==> src/rtl/present_out_pkg.sv <==
// Shared widths and state encodings for the PRESENT result collector.
// Holds the block/word/byte sizes and both FSM encodings.
package present_out_pkg;

  localparam int BLOCK_W         = 64;
  localparam int WORD_W          = 32;
  localparam int BYTE_W          = 8;
  localparam int BYTES_PER_BLOCK = 8;
  localparam int IDX_W           = $clog2(BYTES_PER_BLOCK);

  typedef enum logic {
    WAIT_HI = 1'b0,
    WAIT_LO = 1'b1
  } cap_state_t;

  typedef enum logic {
    S_IDLE = 1'b0,
    S_SEND = 1'b1
  } ser_state_t;

endpackage

==> src/rtl/present_out_collector_if.sv <==
// Signal bundle between the PRESENT core / byte sink and the collector.
// Byte stream: a byte transfers on a rising clk edge when byte_valid and byte_ready are both high;
// once byte_valid rises, byte_data/byte_last hold and byte_valid stays high until that transfer.
interface present_out_collector_if
  import present_out_pkg::*;
#(
  parameter int FIFO_DEPTH = 4,
  parameter int CNT_W      = $clog2(FIFO_DEPTH) + 1
);

  logic [WORD_W-1:0] din;
  logic              done1;
  logic              done2;
  logic [BYTE_W-1:0] byte_data;
  logic              byte_valid;
  logic              byte_last;
  logic              byte_ready;
  logic [CNT_W-1:0]  fifo_count;
  logic              overflow;
  logic              seq_err;
  cap_state_t        cap_state;
  ser_state_t        ser_state;

  modport master (
    output din, done1, done2, byte_ready,
    input  byte_data, byte_valid, byte_last, fifo_count, overflow, seq_err,
           cap_state, ser_state
  );

  modport slave (
    input  din, done1, done2, byte_ready,
    output byte_data, byte_valid, byte_last, fifo_count, overflow, seq_err,
           cap_state, ser_state
  );

endinterface

==> src/rtl/present_out_collector_block_fifo.sv <==
// Circular FIFO of 64-bit blocks with exact occupancy count.
// A write while full is accepted only when a read happens in the same cycle.
module block_fifo
  import present_out_pkg::*;
#(
  parameter int FIFO_DEPTH = 4,
  parameter int CNT_W      = $clog2(FIFO_DEPTH) + 1
) (
  input  logic               clk,
  input  logic               rst,
  input  logic               wr_en,
  input  logic [BLOCK_W-1:0] wr_data,
  input  logic               rd_en,
  output logic [BLOCK_W-1:0] rd_data,
  output logic               full,
  output logic               empty,
  output logic [CNT_W-1:0]   count
);

  localparam int PTR_W = $clog2(FIFO_DEPTH);

  logic [BLOCK_W-1:0] mem [FIFO_DEPTH];
  logic [PTR_W-1:0]   wr_ptr;
  logic [PTR_W-1:0]   rd_ptr;
  logic               do_wr;
  logic               do_rd;

  assign full    = (count == CNT_W'(FIFO_DEPTH));
  assign empty   = (count == '0);
  assign do_wr   = wr_en && (!full || rd_en);
  assign do_rd   = rd_en && !empty;
  assign rd_data = mem[rd_ptr];

  always_ff @(posedge clk) begin
    if (do_wr) mem[wr_ptr] <= wr_data;
  end

  // Power-of-two depth lets the pointers wrap by natural overflow.
  always_ff @(posedge clk or negedge rst) begin
    if (!rst) begin
      wr_ptr <= '0;
      rd_ptr <= '0;
      count  <= '0;
    end else begin
      if (do_wr) wr_ptr <= wr_ptr + 1'b1;
      if (do_rd) rd_ptr <= rd_ptr + 1'b1;
      unique case ({do_wr, do_rd})
        2'b10:   count <= count + 1'b1;
        2'b01:   count <= count - 1'b1;
        default: count <= count;
      endcase
    end
  end

endmodule

==> src/rtl/present_out_collector.sv <==
// Reassembles PRESENT hi/lo result words into 64-bit blocks, queues them,
// and streams each block MSB-first as bytes over a valid/ready port.
module present_out_collector
  import present_out_pkg::*;
#(
  parameter int FIFO_DEPTH = 4,
  parameter int CNT_W      = $clog2(FIFO_DEPTH) + 1
) (
  input logic                  clk,
  input logic                  rst,
  present_out_collector_if.slave bus
);

  logic               done1_q;
  logic               done2_q;
  logic               d1_rise;
  logic               d2_rise;
  cap_state_t         cap_state;
  cap_state_t         cap_next;
  logic [WORD_W-1:0]  hi_reg;
  logic               hi_load;
  logic               push;
  logic               set_seq;
  logic               seq_err_q;
  logic               overflow_q;

  logic [BLOCK_W-1:0] fifo_rd_data;
  logic               fifo_full;
  logic               fifo_empty;
  logic [CNT_W-1:0]   fifo_cnt;

  ser_state_t         ser_state;
  ser_state_t         ser_next;
  logic [BLOCK_W-1:0] shift_reg;
  logic [IDX_W-1:0]   byte_idx;
  logic               pop;
  logic               hs;
  logic               last_byte;

  assign d1_rise = bus.done1 & ~done1_q;
  assign d2_rise = bus.done2 & ~done2_q;

  // Capture FSM: simultaneous edges are an ordering error and discard both words.
  always_comb begin
    cap_next = cap_state;
    hi_load  = 1'b0;
    push     = 1'b0;
    set_seq  = 1'b0;
    if (d1_rise && d2_rise) begin
      cap_next = WAIT_HI;
      set_seq  = 1'b1;
    end else begin
      unique case (cap_state)
        WAIT_HI: begin
          if (d1_rise) begin
            hi_load  = 1'b1;
            cap_next = WAIT_LO;
          end else if (d2_rise) begin
            set_seq = 1'b1;
          end
        end
        WAIT_LO: begin
          if (d2_rise) begin
            push     = 1'b1;
            cap_next = WAIT_HI;
          end else if (d1_rise) begin
            hi_load = 1'b1;
            set_seq = 1'b1;
          end
        end
        default: cap_next = WAIT_HI;
      endcase
    end
  end

  always_ff @(posedge clk or negedge rst) begin
    if (!rst) begin
      done1_q    <= 1'b0;
      done2_q    <= 1'b0;
      cap_state  <= WAIT_HI;
      hi_reg     <= '0;
      seq_err_q  <= 1'b0;
      overflow_q <= 1'b0;
    end else begin
      done1_q   <= bus.done1;
      done2_q   <= bus.done2;
      cap_state <= cap_next;
      if (hi_load) hi_reg <= bus.din;
      if (set_seq) seq_err_q <= 1'b1;
      if (push && fifo_full && !pop) overflow_q <= 1'b1;
    end
  end

  block_fifo #(
    .FIFO_DEPTH (FIFO_DEPTH),
    .CNT_W      (CNT_W)
  ) u_fifo (
    .clk     (clk),
    .rst     (rst),
    .wr_en   (push),
    .wr_data ({hi_reg, bus.din}),
    .rd_en   (pop),
    .rd_data (fifo_rd_data),
    .full    (fifo_full),
    .empty   (fifo_empty),
    .count   (fifo_cnt)
  );

  assign hs        = (ser_state == S_SEND) && bus.byte_ready;
  assign last_byte = (byte_idx == IDX_W'(BYTES_PER_BLOCK - 1));

  // Serializer: a block is only loaded from S_IDLE, so each block costs one idle cycle.
  always_comb begin
    ser_next = ser_state;
    pop      = 1'b0;
    unique case (ser_state)
      S_IDLE: begin
        if (!fifo_empty) begin
          pop      = 1'b1;
          ser_next = S_SEND;
        end
      end
      S_SEND: begin
        if (hs && last_byte) ser_next = S_IDLE;
      end
      default: ser_next = S_IDLE;
    endcase
  end

  always_ff @(posedge clk or negedge rst) begin
    if (!rst) begin
      ser_state <= S_IDLE;
      shift_reg <= '0;
      byte_idx  <= '0;
    end else begin
      ser_state <= ser_next;
      if (pop) begin
        shift_reg <= fifo_rd_data;
        byte_idx  <= '0;
      end else if (hs) begin
        shift_reg <= shift_reg << BYTE_W;
        byte_idx  <= byte_idx + 1'b1;
      end
    end
  end

  // shift_reg is zero whenever idle, so byte_data reads 0 outside S_SEND.
  assign bus.byte_valid = (ser_state == S_SEND);
  assign bus.byte_data  = shift_reg[BLOCK_W-1 -: BYTE_W];
  assign bus.byte_last  = (ser_state == S_SEND) && last_byte;
  assign bus.fifo_count = fifo_cnt;
  assign bus.overflow   = overflow_q;
  assign bus.seq_err    = seq_err_q;
  assign bus.cap_state  = cap_state;
  assign bus.ser_state  = ser_state;

endmodule

==> src/flat_wrapper.sv <==
// flat-port wrapper written by rule: the top's interface ports become plain ports
module present_out_collector_flat import present_out_pkg::*;
#(
  parameter int FIFO_DEPTH = 4,
  parameter int CNT_W      = $clog2(FIFO_DEPTH) + 1
)
  (clk, rst, bus_din, bus_done1, bus_done2, bus_byte_ready, bus_byte_data, bus_byte_valid, bus_byte_last, bus_fifo_count, bus_overflow, bus_seq_err, bus_cap_state, bus_ser_state);
  present_out_collector_if #(.FIFO_DEPTH(FIFO_DEPTH), .CNT_W(CNT_W)) bus_i ();
  input logic clk;
  input logic rst;
  input wire logic [$bits(bus_i.din)-1:0] bus_din;
  input wire logic [$bits(bus_i.done1)-1:0] bus_done1;
  input wire logic [$bits(bus_i.done2)-1:0] bus_done2;
  input wire logic [$bits(bus_i.byte_ready)-1:0] bus_byte_ready;
  output wire logic [$bits(bus_i.byte_data)-1:0] bus_byte_data;
  output wire logic [$bits(bus_i.byte_valid)-1:0] bus_byte_valid;
  output wire logic [$bits(bus_i.byte_last)-1:0] bus_byte_last;
  output wire logic [$bits(bus_i.fifo_count)-1:0] bus_fifo_count;
  output wire logic [$bits(bus_i.overflow)-1:0] bus_overflow;
  output wire logic [$bits(bus_i.seq_err)-1:0] bus_seq_err;
  output wire logic [$bits(bus_i.cap_state)-1:0] bus_cap_state;
  output wire logic [$bits(bus_i.ser_state)-1:0] bus_ser_state;
  assign bus_i.din = bus_din;
  assign bus_i.done1 = bus_done1;
  assign bus_i.done2 = bus_done2;
  assign bus_i.byte_ready = bus_byte_ready;
  assign bus_byte_data = bus_i.byte_data;
  assign bus_byte_valid = bus_i.byte_valid;
  assign bus_byte_last = bus_i.byte_last;
  assign bus_fifo_count = bus_i.fifo_count;
  assign bus_overflow = bus_i.overflow;
  assign bus_seq_err = bus_i.seq_err;
  assign bus_cap_state = bus_i.cap_state;
  assign bus_ser_state = bus_i.ser_state;
  present_out_collector #(.FIFO_DEPTH(FIFO_DEPTH), .CNT_W(CNT_W)) u_core (.clk(clk), .rst(rst), .bus(bus_i));
endmodule
==> config.mk <==
export PLATFORM = sky130hd
export DESIGN_NAME = present_out_collector_flat
export DESIGN_NICKNAME = d
export VERILOG_FILES = /design/src/rtl/present_out_pkg.sv /design/src/rtl/present_out_collector_if.sv /design/src/rtl/present_out_collector_block_fifo.sv /design/src/rtl/present_out_collector.sv /design/src/flat_wrapper.sv
export SDC_FILE = /design/constraint.sdc
export NUM_CORES = 1
export LEC_CHECK = 0
export ABC_AREA = 1
export BUFFER_PORTS_ARGS = -buffer_cell sky130_fd_sc_hd__buf_2
export CORE_ASPECT_RATIO = 2
export CORE_MARGIN = 2
export CORE_UTILIZATION = 35
export CTS_BUF_LIST = sky130_fd_sc_hd__clkbuf_2 sky130_fd_sc_hd__clkbuf_4 sky130_fd_sc_hd__clkbuf_8
export CTS_CLUSTER_DIAMETER = 150
export DETAILED_ROUTE_END_ITERATION = 10
export GPL_ROUTABILITY_DRIVEN = 0
export REMOVE_ABC_BUFFERS = 1
export SLEW_MARGIN = 25
export SYNTH_ARGS = -nofsm -noshare
export SYNTH_HDL_FRONTEND = slang
export SYNTH_SLANG_ARGS = --single-unit
export TNS_END_PERCENT = 10
==> constraint.sdc <==
create_clock -name clk -period 7.6 [get_ports clk]
set_clock_uncertainty 0.15 [all_clocks]
set_input_delay 0.38 -clock clk [delete_from_list [all_inputs] [get_ports clk]]
set_output_delay 0.38 -clock clk [all_outputs]
set_load 0.005 [all_outputs]
==> flow_metrics.env <==
export IMPL_dp_hpwl_mm=16.9
export IMPL_area_delta_synth_final_pct=14.3
export IMPL_vias_per_cell=5.03
export IMPL_fin_tns_setup_ps=0
export IMPL_clkTransAtPathRegs_ps=70
export IMPL_powerDensity_nw_per_um2=318
export IMPL_cp_start_kind="input pin"
export IMPL_clk_latency_ps=580
export IMPL_pwr_share_clk_pct=30.6
export IMPL_post_cts_buffers=0
export IMPL_antenna_found_initial=1
export IMPL_place_inst=1783
export IMPL_ios=54
export IMPL_crit_family="simple AND/OR/NAND/NOR gates"
export IMPL_crit_chain="dlygate4sd3_1 -> buf_2 -> inv_1 -> o21ai_0 -> nor2_1 -> nand2_1 -> nor2_4 -> buf_4"
export IMPL_hold_class="in2reg"
export IMPL_period_needed_ps=3460
export IMPL_swShare_pct=31.1
export IMPL_first_pass_iters=5
export IMPL_p_leak_nw=6.66
export IMPL_htreeDepth=2
export IMPL_nets=1378
export IMPL_r2r_cells=7
export IMPL_drtIter0Drc=596
export IMPL_hold_viol=0
export IMPL_gr_usage_met3_pct=1.82
export IMPL_drive_gt1_share_pct=12.4
export IMPL_internal_power_mw=3.64
export IMPL_ys_seq_elements=368
export IMPL_seqPwrFrac_pct=50.2
export IMPL_place_ws_ps=4040
export IMPL_ctsRootBufferMaster="clkbuf_8"
export IMPL_cap_violations=0
export IMPL_clk_path_buf_depth=3
export IMPL_grt_pass1_vias=9853
export IMPL_ys_types=23
export IMPL_required_ps=7650
export IMPL_final_cell_mix="406 x nand2_1, 349 x nand3_1, 256 x edfxtp_1"
export IMPL_worstPathMaxFanout=39
export IMPL_setup_violations=0
export IMPL_rsz0062_at_grt="no"
export IMPL_routedWlPerCell_um=17.5
export IMPL_busiest_layer="met2"
export IMPL_syn_avg_cell_area_um2=11.5
export IMPL_grt_pass1_wl_mm=53.0
export IMPL_numCtsBuffers=48
export IMPL_largest_reg_flops=256
export IMPL_worst_slack_ps=4140
export IMPL_via_count=9585
export IMPL_initial_utilization_pct=35.5
export IMPL_outcome="complete, no violations"
export IMPL_die_area_um2=43400
export IMPL_synth_cells=1267
export IMPL_die_x_um=148
export IMPL_layout_commonest_cell="nand2_1"
export IMPL_crit_cells=8
export IMPL_critPathArrivalTime_ps=3510
export IMPL_worst_path_buf_inv=4
export IMPL_comb_power_share_pct=19.3
export IMPL_clock_sinks=368
export IMPL_grtUsageTotal_pct=15.6
export IMPL_net_switching_power_mw=1.65
export IMPL_fin_cells=1907
export IMPL_timing_slew_headroom_pct=33.6
export IMPL_std_cell_rows=105
export IMPL_cts_tree="yes"
export IMPL_yosysSeqAreaShare_pct=72.0
export IMPL_tightest_slew_ps=996
export IMPL_met1_usage_pct=17.1
export IMPL_ys_warn_count=0
export IMPL_total_power_mw=5.29
export IMPL_io_buffers=53
export IMPL_grt_max_degree=76
export IMPL_die_h_um=292
export IMPL_ant_nets=0
export IMPL_cpPeakStageDelay_ps=800
export IMPL_wl_mm=33.5
export IMPL_whs_path_depth=2
export IMPL_grt_ovfl_total=0
export IMPL_met2_usage_pct=29.5
export IMPL_crit_path_end_kind="register"
export IMPL_drc=0
export IMPL_fmax_mhz=289
export IMPL_finalCritPeriodShare_pct=45.5
export IMPL_drv_slew=0
export IMPL_critPathKind="in2reg"
export IMPL_peakVddDrop_uv=142
export IMPL_syn_cell_area_um2=14600
export IMPL_critPathSlowestCell="nor2_4"
export IMPL_core_area_um2=41000
==> through the flow <==
step,cell area [um2],util [%],hold WS (ps)
after floorplan,14100,-,-65.6
after global placement,15200,37.0,302
after detailed placement,15200,37.1,303
after CTS,16700,40.6,289
after global routing,16700,40.6,297
final,16700,40.6,305
==> power by group through the flow <==
| stage | clock (mW) | combinational (mW) | sequential [mW] |
|---|---|---|---|
| after floorplan | 0 | 0.682 | 2.63 |
| after global placement | 0 | 0.985 | 2.68 |
| after detailed placement | 0 | 1.02 | 2.69 |
| after CTS | 1.66 | 1.04 | 2.65 |
| after global routing | 1.73 | 1.16 | 2.68 |
| final | 1.62 | 1.02 | 2.65 |
==> area by class of cell <==
cell class              instances  area [um2]
well taps                     535         669
fillers                      3892       24300
diodes                          1        2.50
multi-input cells             790        3560
clock buffers                  72         897
inverters                      22        85.1
clock inverters                16         186
repair buffers                103         758
flip-flops and latches        368       10500
==> synth_stat cells, drive strengths merged <==
master	instances	share of area, %
clkbuf	16	0.41
xor2	1	0.060
nand2	409	11
dfrtp	112	19
nand2b	1	0.043
buf	71	2.8
nand3	349	12
ha	7	0.60
fa	1	0.14
inv	22	0.57
xnor2	1	0.060
edfxtp	256	53
nor2	14	0.40
a21oi	2	0.094
o21ai	4	0.14
a211o	1	0.060
==> what timing repair did <==
item,4_1_cts,5_1_grt
hold buffers,35,0
resized for setup,0,0
hold endpoints to repair,216,0
==> metal layers <==
layer / wire [um] / up-vias / part of all wire, %
met3: 1220 / 92 / 3.6
met1: 12800 / 4757 / 38
met5: 0 / - / 0
met4: 1320 / 0 / 3.9
met2: 18200 / 235 / 54
li1: - / 4501 / -
==> path summary, 6_finish.rpt <==
kind | start | end | slack (ps)
worst max-delay path | bus_done1 | u_core.u_fifo.mem[3][56] | 4140
worst min-delay path | bus_done2 | u_core.done2_q | 300
max in group asynchronous | rst | u_core.u_fifo.rd_ptr[1] | 5570
worst max register to register | u_core.done2_q | u_core.u_fifo.mem[3][56] | 4190
min in group asynchronous | rst | u_core.shift_reg[5] | 310
worst min register to register | u_core.bus.overflow | u_core.bus.overflow | 310
==> worst register-to-register path, stage by stage (launching register included) <==
cell     delay [ps]
dfrtp_1         360
inv_1            50
nand2_1          40
buf_4           290
nor2_1          310
nand2_1         330
nor2_4          800
buf_4           670
==> kinds of logic after synthesis <==
| group | count (synthesis) | share of synthesized area, % |
|---|---|---|
| AND/OR/NAND/NOR | 773 | 23.0 |
| flip-flops | 368 | 72.0 |
| buffers and inverters | 109 | 3.82 |
| adder cells (fa/ha/maj) | 8 | 0.739 |
| AO/OA/AOI/OAI | 7 | 0.292 |
| XOR/XNOR | 2 | 0.120 |
No activity file was read; power rests on OpenSTA's default activity.
